$ cat src/rtl/pipe_skid_reg_pkg.sv
// rtl/pipe_skid_reg_pkg.sv - shared state encoding and default word width for pipe_skid_reg
package pipe_skid_reg_pkg;

  localparam int DEFAULT_WIDTH = 32;

  // Occupancy is read straight off the state encoding.
  typedef enum logic [1:0] {
    EMPTY = 2'd0,
    ONE   = 2'd1,
    FULL  = 2'd2
  } state_t;

endpackage

$ cat src/rtl/pipe_skid_reg.sv
// rtl/pipe_skid_reg.sv - two-entry elastic pipeline register with registered in_ready
// Optional synchronous flush enabled by defining PIPE_FLUSH_EN.
module pipe_skid_reg
  import pipe_skid_reg_pkg::*;
#(
  parameter int WIDTH = DEFAULT_WIDTH
) (
  input  logic             CLK,
  input  logic             RST,
  input  logic             in_valid,
  output logic             in_ready,
  input  logic [WIDTH-1:0] in_data,
  input  logic             flush,
  output logic             out_valid,
  input  logic             out_ready,
  output logic [WIDTH-1:0] out_data,
  output logic [1:0]       occupancy
);

  state_t           r_state;
  state_t           w_state_nxt;
  logic [WIDTH-1:0] r_main;
  logic [WIDTH-1:0] r_skid;
  logic             w_accept;
  logic             w_pop;
  logic             w_flush;
  logic             w_load_main_in;
  logic             w_load_main_skid;
  logic             w_load_skid;

`ifdef PIPE_FLUSH_EN
  assign w_flush = flush;
`else
  logic w_unused_flush;
  assign w_unused_flush = flush;
  assign w_flush        = 1'b0;
`endif

  assign in_ready  = (r_state != FULL);
  assign out_valid = (r_state != EMPTY);
  assign out_data  = r_main;
  assign occupancy = r_state;

  assign w_accept = in_valid & in_ready;
  assign w_pop    = out_valid & out_ready;

  always_comb begin
    w_state_nxt      = r_state;
    w_load_main_in   = 1'b0;
    w_load_main_skid = 1'b0;
    w_load_skid      = 1'b0;
    case (r_state)
      EMPTY: begin
        if (w_accept) begin
          w_state_nxt    = ONE;
          w_load_main_in = 1'b1;
        end
      end
      ONE: begin
        if (w_accept && w_pop) begin
          w_load_main_in = 1'b1;
        end else if (w_accept) begin
          w_state_nxt = FULL;
          w_load_skid = 1'b1;
        end else if (w_pop) begin
          w_state_nxt = EMPTY;
        end
      end
      FULL: begin
        if (w_pop) begin
          w_state_nxt      = ONE;
          w_load_main_skid = 1'b1;
        end
      end
      default: w_state_nxt = EMPTY;
    endcase
    // Flush outranks accept and pop and leaves the data registers untouched.
    if (w_flush) begin
      w_state_nxt      = EMPTY;
      w_load_main_in   = 1'b0;
      w_load_main_skid = 1'b0;
      w_load_skid      = 1'b0;
    end
  end

  always_ff @(posedge CLK or posedge RST) begin
    if (RST) begin
      r_state <= EMPTY;
    end else begin
      r_state <= w_state_nxt;
    end
  end

  always_ff @(posedge CLK or posedge RST) begin
    if (RST) begin
      r_main <= '0;
      r_skid <= '0;
    end else begin
      if (w_load_main_in) begin
        r_main <= in_data;
      end else if (w_load_main_skid) begin
        r_main <= r_skid;
      end
      if (w_load_skid) begin
        r_skid <= in_data;
      end
    end
  end

endmodule

$ cat config.mk
export PLATFORM = sky130hd
export DESIGN_NAME = pipe_skid_reg
export DESIGN_NICKNAME = d
export VERILOG_FILES = /design/src/rtl/pipe_skid_reg_pkg.sv /design/src/rtl/pipe_skid_reg.sv
export SDC_FILE = /design/constraint.sdc
export NUM_CORES = 1
export LEC_CHECK = 0
export ABC_CLOCK_PERIOD_IN_PS = 5600
export CORE_UTILIZATION = 45
export DETAILED_ROUTE_END_ITERATION = 16
export GPL_TIMING_DRIVEN = 1
export MAX_ROUTING_LAYER = met4
export PLACE_DENSITY = 0.71
export RECOVER_POWER = 100
export SYNTH_ARGS = -nofsm -noshare
export SYNTH_HDL_FRONTEND = slang
export SYNTH_SLANG_ARGS = --single-unit
$ cat constraint.sdc
create_clock -name CLK -period 5.6 [get_ports CLK]
set_clock_uncertainty 0.15 [all_clocks]
set_input_delay 1.12 -clock CLK [delete_from_list [all_inputs] [get_ports CLK]]
set_output_delay 1.12 -clock CLK [all_outputs]
set_load 0.03 [all_outputs]
==> After elaboration in Yosys (flattened, before gate mapping) <==
Cells that the tools add are included.
{ "word_totals": {"input_bits": 37, "ff_bits": 66, "word_cells": 32, "output_inout_bits": 36} }
{ "classes": {"reduce_logical": 5, "n_bitwise": 2, "n_mux": 15, "eq_ne": 7} }
{ "ops": {"columns": ["cell", "count"], "rows": [
  ["32-bit 2-to-1 mux", 2],
  ["2-bit 2-to-1 mux", 5],
  ["2-bit inequality test, second input constant", 4],
  ["1-bit 2-to-1 mux", 6],
  ["2-bit case mux with 3 select lines", 1],
  ["4-bit AND reduction", 1],
  ["2-bit nonzero test", 2],
  ["3-bit inequality test, second input constant", 1],
  ["1-bit bitwise AND", 2],
  ["2-bit by 1-bit == test with 1-bit output, second input constant", 1],
  ["2-bit == test, second input constant", 1],
  ["2-bit logical NOT", 1],
  ["1-bit case mux with 2 select lines", 1],
  ["1-bit logical AND", 1]
]} }

==> Depth between registers and ports, before layout <==
{ "depth": {"ltp_word": 6, "mapped_depth": 5, "depth_no_buf": 3} }

==> Worst setup path before layout <==
OpenSTA, ideal clock, no wires.
{ "synth_path": {"kind": "input -> register", "start": "input out_ready", "end": "register r_skid[0]", "stages": 5, "arrival_ns": 1.993, "t_required_ns": 5.325, "path_buffers": 2, "setup_slack_ns": 3.332, "setup_time_ns": 0.125, "cell_sequence": "nor2b_4 -> nor2b_4 -> buf_6 -> buf_12 -> mux2_4"} }
{ "synth_between": {"elab_chain_cells": 4} }
{ "synth_rtl": {"columns": ["element", "line", "source"], "rows": [
  ["start: declaration", "pipe_skid_reg.sv:15", "input logic out_ready,"],
  ["1-bit bitwise AND", "pipe_skid_reg.sv:45", "assign w_pop = out_valid & out_ready;"],
  ["1-bit logical AND", "pipe_skid_reg.sv:60", "if (w_accept && w_pop) begin"],
  ["1-bit 2-to-1 mux", "pipe_skid_reg.sv:60", null],
  ["1-bit 2-to-1 mux", "pipe_skid_reg.sv:52", "case (r_state)"],
  ["end signal: assignment", "pipe_skid_reg.sv:105", "r_skid <= in_data;"],
  ["end: declaration", "pipe_skid_reg.sv:23", "logic [WIDTH-1:0] r_skid;"]
]} }
Every way passes these cells.
A chain may end at the register's enable or synchronous reset.

==> Worst setup path in the final report <==
{ "layout_path": {"start": "input out_ready", "end": "register r_main[30], in the netlist out_data[30]"} }
{ "layout_between": {"elab_chain_cells": 5, "word_cells_on_any_way": 8, "classes_between": "mux (5); bitwise (1); reduce/logical (2)"} }
{ "layout_rtl": {"columns": ["element", "line", "source"], "rows": [
  ["1-bit bitwise AND *", "pipe_skid_reg.sv:45", null],
  ["1-bit logical AND", "pipe_skid_reg.sv:60", null],
  ["1-bit 2-to-1 mux", "pipe_skid_reg.sv:60", null],
  ["1-bit case mux with 2 select lines", "pipe_skid_reg.sv:52", null],
  ["32-bit 2-to-1 mux or 2-bit nonzero test (tied branches)", null, null],
  ["end signal: assignment", "pipe_skid_reg.sv:100", "r_main <= in_data;"],
  ["end signal: assignment", "pipe_skid_reg.sv:102", "r_main <= r_skid;"],
  ["end: declaration", "pipe_skid_reg.sv:22", "logic [WIDTH-1:0] r_main;"]
]} }
Every way passes the cells marked *; elsewhere a longest branch is shown, timed or not.

==> metrics.md <==
| Metric | Value |
|---|---|
| Status | `finished with violations` |
| Failing checks | `capacitance limit, slew limit` |
| Pre-CTS setup slack | `1893 ps` |
| GRT overflow | `0` |
| Clock Tree Buf Depth | `2` |
| Most common cell in the netlist | `dfrtp_1` |
| Placed Area | `0.003642 mm2` |
| Total net switching power | `590.7 uW` |
| Chip Height | `82.89 um` |
| Avg Cell Area, Syn | `15.18 um2` |
| Leading post-synthesis cells by cell area | `dfrtp_1, mux2_4, o221a_2` |
| Peak VDD IR | `0.0002984 V` |
| Synthesis Warnings | `0` |
| Final instance area | `0.003759 mm2` |
| CTS Hold Bufs | `0` |
| MaxCap Viol Count | `1` |
| Critical Path Sink Type | `flip-flop` |
| Comb pwr share | `31.7%` |
| Crit Path Max Fanout | `33` |
| Maximum clock rate | `229.1 MHz` |
| IO Count | `73` |
| Largest area contributor in the netlist | `dfrtp_1` |
| Rel. slew slack | `-4.145%` |
| P&R area growth vs syn | `27.67%` |
| CTS tree | `done` |
| Initial core utilization | `46.36%` |
| Netlist Area Pre-Place | `0.002944 mm2` |
| Final Util | `59.19%` |
| Lkg Pwr | `1.508 nW` |
| WL/cell | `17.27 um` |
| Total Power | `1.815 mW` |
| DRT Wirelength | `5977 um` |
| Largest net degree at the start of global routing | `37` |
| Layout Cells excl Fill | `346` |
| Switching Share | `32.54%` |
| DP HPWL | `3559 um` |
| Fin crit period | `4364 ps` |
| RSZ-0062 raised after global routing | `false` |
| Final Hold Viols | `0` |
| Synth Net Count | `231` |
| TritonCTS buffer count | `9` |
| Cells after synthesis | `194` |
| Top FF cell, synth | `dfrtp_1` |
| Final Max Tran Viols | `34` |
| CP Data Required Time | `5680 ps` |
| Setup TNS | `0 ps` |
| Rows | `29` |
| Final GP Congestion | `0.6647` |
| Initial antenna violation count | `0` |
| CP arrival | `4440 ps` |
| Fin nets | `301` |
| Cells after DPL | `330` |
| Synth Register Bits | `66` |
| Fraction of registers with async set or reset after synthesis | `100.0%` |
| Setup bufs post-CTS | `0` |
| Sequential area share after synthesis | `56.10%` |
| Hold crit path type | `reg -> reg` |
| First-pass GRT wire length | `10160 um` |
| Die ar. | `0.006870 mm2` |
| Avg Vias per Cell | `5.540` |
| Clock transition at path regs | `80 ps` |
| Hold_ws | `340.3 ps` |
| Slew @ Worst Pin | `1557 ps` |
| Synth cell count leaders | `dfrtp_1, mux2_4, o221a_2, or3_1, buf_2` |
| Clock power frac | `26.8%` |
| Post-CTS Resized | `0` |
| Global-route usage over all layers | `19.64%` |
| Sequential share of power | `41.4%` |
| Worst setup path category | `in -> reg` |
| Share of cells above drive strength 1 | `20.45%` |
| Remaining antenna violation count after routing | `0` |
| Die W | `82.89 um` |
| CORE AREA | `0.006350 mm2` |
| Sink Count | `66` |
| Htree depth | `3` |
| DRT Pass-1 Iters | `4` |
| Clk root buf | `clkbuf_8` |
| Post-synth cell types | `23` |
| DRC viols | `0` |
| PwrDens | `483.0 mW/mm2` |
| Input/output buffers | `71` |
| DR vias | `1917` |
| Vias in the first global route | `1990` |
| Final worst slack | `1236 ps` |
| CP startpoint kind | `input pin` |
| Worst skew pair latency | `350 ps` |
| Final worst path period share | `77.94%` |
| # setup viols final | `0` |
| Yosys top cell area share | `56.10%` |
| Pint | `1.225 mW` |
| Post-synth EDFFs | `0` |
| Starting DRT DRC Count | `77` |
| Antenna Cells | `0` |
[final cells by class]
cell class	count	area, um2
fillers	544	2591
flip-flops and latches	66	1652
multi-input cells	111	1033
repair buffers	75	733.2
clock buffers	9	123.9
clock inverters	7	116.4
well taps	77	96.34
inverters	1	3.754
[kinds of logic after synthesis]
family / share of synthesized area [%]
AOI/OAI and AO/OA: 12.62
DFF: 56.10
buffers and inverters: 4.845
and+or+nand+nor: 9.137
muxes: 17.30
[placed cells by master (no fill, tap or decap), drive strengths merged, types with 2 or more instances in the layout]
cell,count
clkinv,2
a21oi,3
dlygate4sd3,38
clkbuf,11
mux2i,4
nor3,3
dfrtp,66
nor2b,2
clkdlybuf4s50,33
buf,2
or3,29
or2,2
bufinv,3
inv,2
o221a,29
mux2,32
[power by group through the flow]
stage                     registers (mW)  logic, mW  clock network, mW
after floorplan                    0.898      0.317                  0
after global placement             0.764      0.678                  0
after detailed placement           0.766      0.687                  0
after CTS                          0.762      0.688              0.499
after global routing               0.774      0.613              0.521
final                              0.752      0.576              0.487
[worst paths after layout]
path                                     startpoint                  endpoint  slack, ps  cells past startpoint
setup reg to reg           occupancy[0]$_DFFE_PP0P_  out_data[30]$_DFFE_PP0P_       2260                      4
setup / recovery                          out_ready  out_data[30]$_DFFE_PP0P_       1240                      5
min in group asynchronous                       RST  out_data[12]$_DFFE_PP0P_       1400                      2
hold / removal               r_skid[18]$_DFFE_PP0P_    r_skid[18]$_DFFE_PP0P_        340                      1
hold reg to reg              r_skid[18]$_DFFE_PP0P_    r_skid[18]$_DFFE_PP0P_        340                      1
max in group asynchronous                       RST   out_data[8]$_DFFE_PP0P_       2820                      3
[worst max-delay path: stages]
cell           delay [ps]
dlygate4sd3_1         630
nand3b_1             1180
o21ai_0               770
buf_4                 450
o221a_2               280
[registers in the layout (all words and copies together) (netlist names)]
signal	flops
out_data	32
r_skid	32
occupancy	2
[routing by layer]
layer	wire length [um]	global-route usage [%]	part of all wire, %
met1	2858	25.63	48
met2	2714	28.32	45
met3	351	8.250	5.9
met4	53	5.172	0.89
met5	0	-	0
Power figures use the tool's default switching activity.
